[src/rtl/packet_injector_pkg.sv]
// Shared packet layout and injector FSM state type, used by the injector,
// the router and the local sink.
package packet_injector_pkg;

  localparam int PKT_W      = 256;
  localparam int VALID_POS  = 255;
  // Priority and exit fields belong to the router; injected packets leave them zero.
  localparam int PRIO_POS   = 156;
  localparam int PRIO_W     = 4;
  localparam int EXIT_POS   = 152;
  localparam int EXIT_W     = 4;
  localparam int WEIGHT_POS = 144;
  localparam int WEIGHT_W   = 8;
  localparam int INDEX_POS  = 128;
  localparam int INDEX_W    = 16;
  localparam int TYPE_POS   = 96;
  localparam int TYPE_W     = 32;
  localparam int Z_POS      = 64;
  localparam int Y_POS      = 32;
  localparam int X_POS      = 0;
  localparam int COORD_W    = 32;
  localparam int SENT_W     = 16;

  typedef enum logic [1:0] {
    IDLE = 2'd0,
    RUN  = 2'd1,
    GAP  = 2'd2,
    DONE = 2'd3
  } inj_state_e;

endpackage

[src/rtl/packet_injector_if.sv]
// Injection channel between a packet source (master) and the router's
// local injection port (slave).
interface packet_injector_if #(
  parameter int DataWidth = 256
) ();
  logic [DataWidth-1:0] inject_local;
  logic                 inject_send_local;
  logic                 InjectSlotAvail;

  modport master (
    output inject_local,
    output inject_send_local,
    input  InjectSlotAvail
  );

  modport slave (
    input  inject_local,
    input  inject_send_local,
    output InjectSlotAvail
  );
endinterface

[src/rtl/packet_injector_gap_timer.sv]
// Loadable down-counter; expire_o is high during the last cycle of the
// loaded interval.
module inject_gap_timer #(
  parameter int CntWidth = 16
) (
  input  logic                clk,
  input  logic                rst,
  input  logic                load_i,
  input  logic [CntWidth-1:0] load_val_i,
  output logic                expire_o
);

  logic [CntWidth-1:0] count_q;
  logic [CntWidth-1:0] count_d;
  logic                expire_q;

  // Next count: reload, count down to zero, then hold.
  always_comb begin
    count_d = count_q;
    if (load_i) begin
      count_d = load_val_i;
    end else if (count_q != '0) begin
      count_d = count_q - CntWidth'(1);
    end else begin
      count_d = count_q;
    end
  end

  // Counter and registered expire flag.
  always_ff @(posedge clk) begin
    if (rst) begin
      count_q  <= '0;
      expire_q <= 1'b0;
    end else begin
      count_q  <= count_d;
      expire_q <= (count_d == CntWidth'(1));
    end
  end

  assign expire_o = expire_q;

endmodule

[src/rtl/packet_injector.sv]
// Injects packet_count indexed packets into the local router port per run.
// Optional INJECT_THROTTLE_EN inserts GapCycles idle cycles after each send.
module packet_injector
  import packet_injector_pkg::*;
#(
  parameter logic [3:0]  X            = 4'd0,
  parameter logic [3:0]  Y            = 4'd0,
  parameter logic [3:0]  Z            = 4'd0,
  parameter int          packet_count = 256,
  parameter int          DataWidth    = PKT_W,
  parameter int          IndexPos     = INDEX_POS,
  parameter int          IndexWidth   = INDEX_W,
  parameter int          WeightPos    = WEIGHT_POS,
  parameter int          WeightWidth  = WEIGHT_W,
  parameter logic [7:0]  WeightInit   = 8'd0,
  parameter logic [31:0] PcktType     = 32'd1,
  parameter int          GapCycles    = 4
) (
  input  logic                  clk,
  input  logic                  rst,
  input  logic                  start,
  packet_injector_if.master     inj,
  output logic                  busy,
  output logic                  done,
  output logic [SENT_W-1:0]     sent_count
);

  inj_state_e           state_q, state_d;
  logic [SENT_W-1:0]    sent_q, sent_d;
  logic                 send_q, send_d;
  logic [DataWidth-1:0] pkt_q, pkt_d;
  logic                 busy_q, done_q;
  logic                 full_s, last_s;
  logic                 gap_load_s, gap_expire_s;

`ifdef INJECT_THROTTLE_EN
  localparam bit ThrottleOn = (GapCycles > 0);

  inject_gap_timer #(
    .CntWidth (SENT_W)
  ) u_gap_timer (
    .clk        (clk),
    .rst        (rst),
    .load_i     (gap_load_s),
    .load_val_i (SENT_W'(GapCycles)),
    .expire_o   (gap_expire_s)
  );
`else
  localparam bit ThrottleOn = 1'b0;
  logic unused_gap_s;

  assign gap_expire_s = 1'b0;
  assign unused_gap_s = gap_load_s;
`endif

  function automatic logic [DataWidth-1:0] build_packet(input logic [SENT_W-1:0] idx);
    logic [DataWidth-1:0] p;
    p = '0;
    p[DataWidth-1]                = 1'b1;
    p[WeightPos +: WeightWidth]   = WeightWidth'(WeightInit);
    p[IndexPos +: IndexWidth]     = IndexWidth'(idx);
    p[TYPE_POS +: TYPE_W]         = PcktType;
    p[Z_POS +: COORD_W]           = COORD_W'(Z);
    p[Y_POS +: COORD_W]           = COORD_W'(Y);
    p[X_POS +: COORD_W]           = COORD_W'(X);
    return p;
  endfunction

  assign full_s = (32'(sent_q) >= packet_count);
  assign last_s = ((32'(sent_q) + 32'd1) >= packet_count);

  // Next-state, packet and counter logic; the run finishes one cycle after its last send.
  always_comb begin
    state_d    = state_q;
    sent_d     = sent_q;
    send_d     = 1'b0;
    pkt_d      = '0;
    gap_load_s = 1'b0;
    case (state_q)
      IDLE, DONE: begin
        if (start) begin
          sent_d  = '0;
          state_d = (packet_count == 0) ? DONE : RUN;
        end else begin
          state_d = state_q;
        end
      end
      RUN: begin
        if (full_s) begin
          state_d = DONE;
        end else if (inj.InjectSlotAvail) begin
          send_d = 1'b1;
          pkt_d  = build_packet(sent_q);
          sent_d = sent_q + 16'd1;
          if (ThrottleOn && !last_s) begin
            state_d    = GAP;
            gap_load_s = 1'b1;
          end else begin
            state_d = RUN;
          end
        end else begin
          state_d = RUN;
        end
      end
      GAP: begin
        if (gap_expire_s) begin
          state_d = RUN;
        end else begin
          state_d = GAP;
        end
      end
      default: state_d = IDLE;
    endcase
  end

  // State and output registers.
  always_ff @(posedge clk) begin
    if (rst) begin
      state_q <= IDLE;
      sent_q  <= '0;
      send_q  <= 1'b0;
      pkt_q   <= '0;
      busy_q  <= 1'b0;
      done_q  <= 1'b0;
    end else begin
      state_q <= state_d;
      sent_q  <= sent_d;
      send_q  <= send_d;
      pkt_q   <= pkt_d;
      busy_q  <= (state_d == RUN) || (state_d == GAP);
      done_q  <= (state_d == DONE);
    end
  end

  assign inj.inject_local      = pkt_q;
  assign inj.inject_send_local = send_q;
  assign busy                  = busy_q;
  assign done                  = done_q;
  assign sent_count            = sent_q;

endmodule

[src/flat_wrapper.sv]
// flat-port wrapper written by rule: the top's interface ports become plain ports
module packet_injector_flat import packet_injector_pkg::*;
#(
  parameter logic [3:0]  X            = 4'd0,
  parameter logic [3:0]  Y            = 4'd0,
  parameter logic [3:0]  Z            = 4'd0,
  parameter int          packet_count = 256,
  parameter int          DataWidth    = PKT_W,
  parameter int          IndexPos     = INDEX_POS,
  parameter int          IndexWidth   = INDEX_W,
  parameter int          WeightPos    = WEIGHT_POS,
  parameter int          WeightWidth  = WEIGHT_W,
  parameter logic [7:0]  WeightInit   = 8'd0,
  parameter logic [31:0] PcktType     = 32'd1,
  parameter int          GapCycles    = 4
)
  (clk, rst, start, busy, done, sent_count, inj_inject_local, inj_inject_send_local, inj_InjectSlotAvail);
  packet_injector_if #(.DataWidth(DataWidth)) inj_i ();
  input  logic clk;
  input  logic rst;
  input  logic start;
  output logic busy;
  output logic done;
  output logic [SENT_W-1:0] sent_count;
  output wire logic [$bits(inj_i.inject_local)-1:0] inj_inject_local;
  output wire logic [$bits(inj_i.inject_send_local)-1:0] inj_inject_send_local;
  input wire logic [$bits(inj_i.InjectSlotAvail)-1:0] inj_InjectSlotAvail;
  assign inj_inject_local = inj_i.inject_local;
  assign inj_inject_send_local = inj_i.inject_send_local;
  assign inj_i.InjectSlotAvail = inj_InjectSlotAvail;
  packet_injector #(.X(X), .Y(Y), .Z(Z), .packet_count(packet_count), .DataWidth(DataWidth), .IndexPos(IndexPos), .IndexWidth(IndexWidth), .WeightPos(WeightPos), .WeightWidth(WeightWidth), .WeightInit(WeightInit), .PcktType(PcktType), .GapCycles(GapCycles)) u_core (.clk(clk), .rst(rst), .start(start), .inj(inj_i), .busy(busy), .done(done), .sent_count(sent_count));
endmodule
[config.mk]
export PLATFORM = sky130hd
export DESIGN_NAME = packet_injector_flat
export DESIGN_NICKNAME = d
export VERILOG_FILES = /design/src/rtl/packet_injector_pkg.sv /design/src/rtl/packet_injector_if.sv /design/src/rtl/packet_injector_gap_timer.sv /design/src/rtl/packet_injector.sv /design/src/flat_wrapper.sv
export SDC_FILE = /design/constraint.sdc
export NUM_CORES = 1
export LEC_CHECK = 0
export BUFFER_PORTS_ARGS = -buffer_cell sky130_fd_sc_hd__buf_2
export CORE_MARGIN = 10
export CORE_UTILIZATION = 30
export DETAILED_ROUTE_END_ITERATION = 10
export PLACE_DENSITY = 0.66
export SYNTH_ARGS = -nofsm -noshare
export SYNTH_HDL_FRONTEND = slang
export SYNTH_SLANG_ARGS = --single-unit
[constraint.sdc]
create_clock -name clk -period 1.7 [get_ports clk]
set_input_delay 0.255 -clock clk [delete_from_list [all_inputs] [get_ports clk]]
set_output_delay 0.255 -clock clk [all_outputs]
set_load 0.005 [all_outputs]
==> results of run 1 <==
-- power breakdown --
group	total, mW	leakage, nW	switching [mW]	internal [mW]
sequential	0.894	0.304	0.00968	0.885
combinational	0.353	1.32	0.257	0.0956
clock	0.779	0.0574	0.303	0.477
-- state kept, by name (all words and copies together), names as in the netlist --
register                 cells
u_core.busy                  1
u_core.done                  1
u_core.inj.inject_local     17
u_core.sent_count           16
u_core.state_q               2
-- what timing repair did --
action | CTS | global route
resized for setup | 4 | 17
hold buffers | 0 | 0
cloned | 0 | 1
setup buffers | 0 | 1
endpoints found under the setup margin | 5 | 15
pin swaps | 0 | 10
-- logic make-up (layout without fill, tap and decap cells) --
group                    count (synthesis)  in the layout  share of synthesized area
flip-flops                              37             37                     0.2357
multiplexers                             1              1                   0.003583
buffers and inverters                  247             72                     0.5816
AND/OR/NAND/NOR                         48             48                     0.1051
AO/OA/AOI/OAI                           24             24                    0.05294
adder cells (fa/ha/maj)                  5              5                    0.01990
other                                    1            246                   0.001193
-- stage by stage --
stage	setup slack (ns)	TNS [ns]	power, mW	util
6_report	0.04273	0	2.027	0.2879
3_5_place_dp	-0.04037	-0.05016	1.197	0.2693
3_3_place_gp	-0.01586	-0.01586	1.196	0.2693
5_1_grt	-0.05755	-0.1217	2.144	0.2879
4_1_cts	0.007754	0	1.992	0.2822
2_1_floorplan	0.009470	0	1.512	-
-- tightest hold or removal path: cells and delay by family --
| family | cells | cell delay, ns |
|---|---|---|
| buffers and inverters | 1 | 0.11 |
| AO/OA/AOI/OAI | 1 | 0.06 |
| AND/OR/NAND/NOR | 1 | 0.12 |
-- Yosys cell counts, drive strengths merged --
library cell / n
ha: 5
o21ai: 3
nor3: 3
clkbuf: 2
and2: 13
and4: 1
a31oi: 2
conb: 1
clkinv: 1
nand3: 5
nor2b: 3
buf: 240
nand2: 5
o21a: 3
mux2: 1
o21bai: 1
and3: 3
nor4: 4
o311ai: 1
a21oi: 5
or4: 6
dfxtp: 37
nor4b: 1
o22a: 1
o31ai: 3
a21boi: 3
nand4: 2
or2b: 1
o211ai: 2
nand3b: 1
inv: 4
-- area by class of cell --
cell class                      instances  area [um2]  area share
Inverter                                5       18.77    0.006342
Timing Repair Buffer                   59       350.3      0.1184
Sequential cell                        37       748.2      0.2529
Tap cell                              136       170.2     0.05751
Clock buffer                            6       82.58     0.02791
Multi-Input combinational cell        324        1551      0.5243
Clock inverter                          2       37.54     0.01268
-- per-layer routing --
metal	vias up	GRT usage	share of wire
met1	771	0.06514	0.33
met3	8	0.03811	0.12
met4	0	0.01767	0.011
met5	-	0	0
met2	156	0.1380	0.54
li1	818	-	-
-- worst paths after layout --
path	start	end	slack, ns	cells past startpoint
max reg2reg	u_core.state_q[0]	u_core.sent_count[3]	0.04	6
min	start	u_core.state_q[1]	0.30	3
max	u_core.state_q[0]	u_core.sent_count[3]	0.04	6
min reg2reg	u_core.sent_count[15]	u_core.sent_count[15]	0.50	1
==> results_dict.tcl, run 1 <==
set metrics [dict create \
    min_period_over_period 0.9749 \
    hold_class "in -> reg" \
    start_kind "register" \
    syn2layout_area_growth_pct -5.852 \
    finalMaxSlewViolations 0 \
    portBuffers 40 \
    clk_pin_slew_ns 0.07 \
    synth_cells 363 \
    arrival_ns 1.88 \
    grt_first_pass_wirelength_mm 9.087 \
    die_w_um 122.4 \
    synth_cell_types 36 \
    core_mm2 0.01028 \
    required_ns 1.92 \
    netlist_top_cells_area "buf_4 (57%), dfxtp_1 (24%), and2_1 (2.6%)" \
    hpwlAfterDp_mm 5.804 \
    cp_slowest_cell "or4_1" \
    numClockSinks 37 \
    nFillCells 1111 \
    min_period_ns 1.657 \
    start_util 0.3058 \
    hold_slack_ns 0.3014 \
    instances_no_fill 569 \
    power_density_mw_per_mm2 684.9 \
    max_stage_delay_ns 0.51 \
    drc_errors 0 \
    synth_top_area_share 0.5732 \
    dp.cells 559 \
    crit_buf_inv 1 \
    seq_area_frac_synth 0.2357 \
    rsz0062_at_grt "yes" \
    placed_cell_area_mm2 0.002768 \
    avgRoutedWirePerCell_um 11.76 \
    clockBufferDepth 2 \
    final_common_cell "conb_1" \
    vdd_drop_max_v 0.0002880 \
    place_congestion 0.7555 \
    hold_viol 0 \
    drt_iter0_drc 33 \
    drt_pass1_iterations 4 \
    first_global_vias 1865 \
    critPathTopFamily "simple AND/OR/NAND/NOR gates" \
    netlist_area_mm2 0.003143 \
    cts-root-buf "clkbuf_8" \
    diodes 0 \
    grt_max_degree 15 \
    design.die.area_mm2 0.01497 \
    path_max_fanout 7 \
    ys_seq_elements 37 \
    finalNetCount 441 \
    layout_common_cells "conb_1 (246), buf_2 (40), dfxtp_1 (33), buf_4 (17), and2_1 (13)" \
    drt_wl_total_mm 6.694 \
    antenna_found_initial 0 \
    clock_latency_ns 0.29 \
    vias_per_cell 3.081 \
    h-tree-depth 2 \
    fmax_mhz 603.4 \
    synth_warnings 0 \
    gr-total-overflow 0 \
    cts_tree "yes" \
    max-cap-violations 0 \
    postRouteAntennaNets 0 \
    die_h_um 122.4 \
    cts_buffers 5 \
    rows 37 \
    crit_type "reg -> reg" \
    syn_avg_cell_area_um2 8.658 \
    final-setup-viol-count 0 \
    p_leak_nw 1.679 \
    end_kind "register" \
    status "complete, no violations" \
    route.vias.total 1753 \
    yosysTopAreaCell "buf_4" \
    design_area_mm2 0.002959 \
    finClkSkew_ns 0.005525 \
    crit_chain "inv_2, ha_4, or2b_4, o21ai_4, or4_1, a21boi_1" \
    grt_usage 0.07210 \
    drive_gt1_frac 0.1986 \
    num_io_pins 279 \
]
Power figures use the tool's default switching activity.
==> run 2: changes to the inputs <==
RECOVER_POWER = 25   (was default)
==> results_dict.tcl, run 2 (synthesis gave the netlist of run 1 again) <==
set metrics [dict create \
    first_global_vias 1865 \
    fmax_mhz 602.7 \
    clockBufferDepth 2 \
    final-setup-viol-count 0 \
    status "complete, no violations" \
    avgRoutedWirePerCell_um 11.83 \
    placed_cell_area_mm2 0.002768 \
    cts-root-buf "clkbuf_8" \
    start_kind "register" \
    hold_viol 0 \
    clock_latency_ns 0.29 \
    p_leak_nw 1.640 \
    rows 37 \
    numClockSinks 37 \
    end_kind "register" \
    num_io_pins 279 \
    max-cap-violations 0 \
    ff_latch_area_um2 748.2 \
    drt_pass1_iterations 4 \
    cts_tree "yes" \
    min_period_ns 1.659 \
    path_max_fanout 7 \
    postRouteAntennaNets 0 \
    hold_class "in -> reg" \
    finalNetCount 441 \
    route.vias.total 1740 \
    required_ns 1.93 \
    syn2layout_area_growth_pct -6.290 \
    diodes 0 \
    drt_iter0_drc 39 \
    vdd_drop_max_v 0.0002874 \
    vias_per_cell 3.058 \
    min_period_over_period 0.9759 \
    finClkSkew_ns 0.005898 \
    grt_usage 0.07210 \
    drt_wl_total_mm 6.734 \
    power_mw 2.028 \
    antenna_found_initial 0 \
    die_w_um 122.4 \
    power_density_mw_per_mm2 688.7 \
    arrival_ns 1.89 \
    drc_errors 0 \
    start_util 0.3058 \
    rsz0062_at_grt "yes" \
    portBuffers 40 \
    grt_first_pass_wirelength_mm 9.087 \
    h-tree-depth 2 \
    drive_gt1_frac 0.1732 \
    clk_pin_slew_ns 0.07 \
    finalMaxSlewViolations 0 \
    core_mm2 0.01028 \
    cts_buffers 5 \
    die_h_um 122.4 \
    largest_register_ffs 17 \
    place_congestion 0.7555 \
    crit_type "reg -> reg" \
    hpwlAfterDp_mm 5.804 \
    design_area_mm2 0.002945 \
    ctsHoldBuffers 0 \
    gr-total-overflow 0 \
    multiInputGateArea_mm2 0.001551 \
    nFillCells 1117 \
    final_common_cell "conb_1" \
    grt_max_degree 15 \
    design.die.area_mm2 0.01497 \
    layout_common_cells "conb_1 (246), dfxtp_1 (33), buf_2 (29), buf_4 (17), and2_1 (13)" \
]
## run 2: cell types whose count changed in the layout (fill, tap and decap cells not counted)
cell	before	now
buf_2	40	29
clkbuf_1	0	11
## run 2: power by group
group          internal [mW]  switching [mW]  total (mW)  leakage [nW]
Combinational         0.0932           0.258       0.351          1.28
Sequential             0.885         0.00984       0.895         0.304
Clock                  0.477           0.306       0.783        0.0574
## run 2: critical path, cell delays in order (launching register included)
cell and delay, ns:
dfxtp_2 0.35, inv_2 0.05, ha_4 0.24, or2b_4 0.22
o21ai_4 0.08, or4_1 0.51, a21boi_1 0.14
## run 2: final timing paths
path / startpoint / to / slack, ns / cells past startpoint
min: start / u_core.state_q[1] / 0.30 / 3
min reg2reg: u_core.sent_count[15] / u_core.sent_count[15] / 0.50 / 1
max reg2reg: u_core.state_q[0] / u_core.sent_count[3] / 0.04 / 6
max: u_core.state_q[0] / u_core.sent_count[3] / 0.04 / 6
## run 2: metal layers
metal	track usage	routed length [um]
met5	0	0
met4	0.01767	82
met3	0.03811	790
met2	0.1380	3629
met1	0.06514	2231
## run 2: through the flow
step | worst slack, ns | TNS [ns] | std cells | util | hold WS (ns)
after floorplan | 0.009470 | 0 | 608 | - | 0.3759
after global placement | -0.01586 | -0.01586 | 559 | 0.2693 | 0.4953
after detailed placement | -0.04037 | -0.05016 | 559 | 0.2693 | 0.5008
after CTS | 0.007754 | 0 | 567 | 0.2822 | 0.2930
after global routing | -0.05755 | -0.1217 | 569 | 0.2866 | 0.3119
final | 0.04091 | 0 | 569 | 0.2866 | 0.2973
## run 2: final cells by class
type,count,share of cell area
clock buffers,6,0.02804
well taps,136,0.05777
repair buffers,59,0.1143
multi-input cells,324,0.5268
flip-flops and latches,37,0.2540
inverters,5,0.006372
clock inverters,2,0.01274
## run 2: repair_timing
item / CTS / global route
pin swaps: 0 / 10
cloned: 0 / 1
gates resized for setup: 4 / 17
setup buffers: 0 / 1
endpoints found under the setup margin: 5 / 15
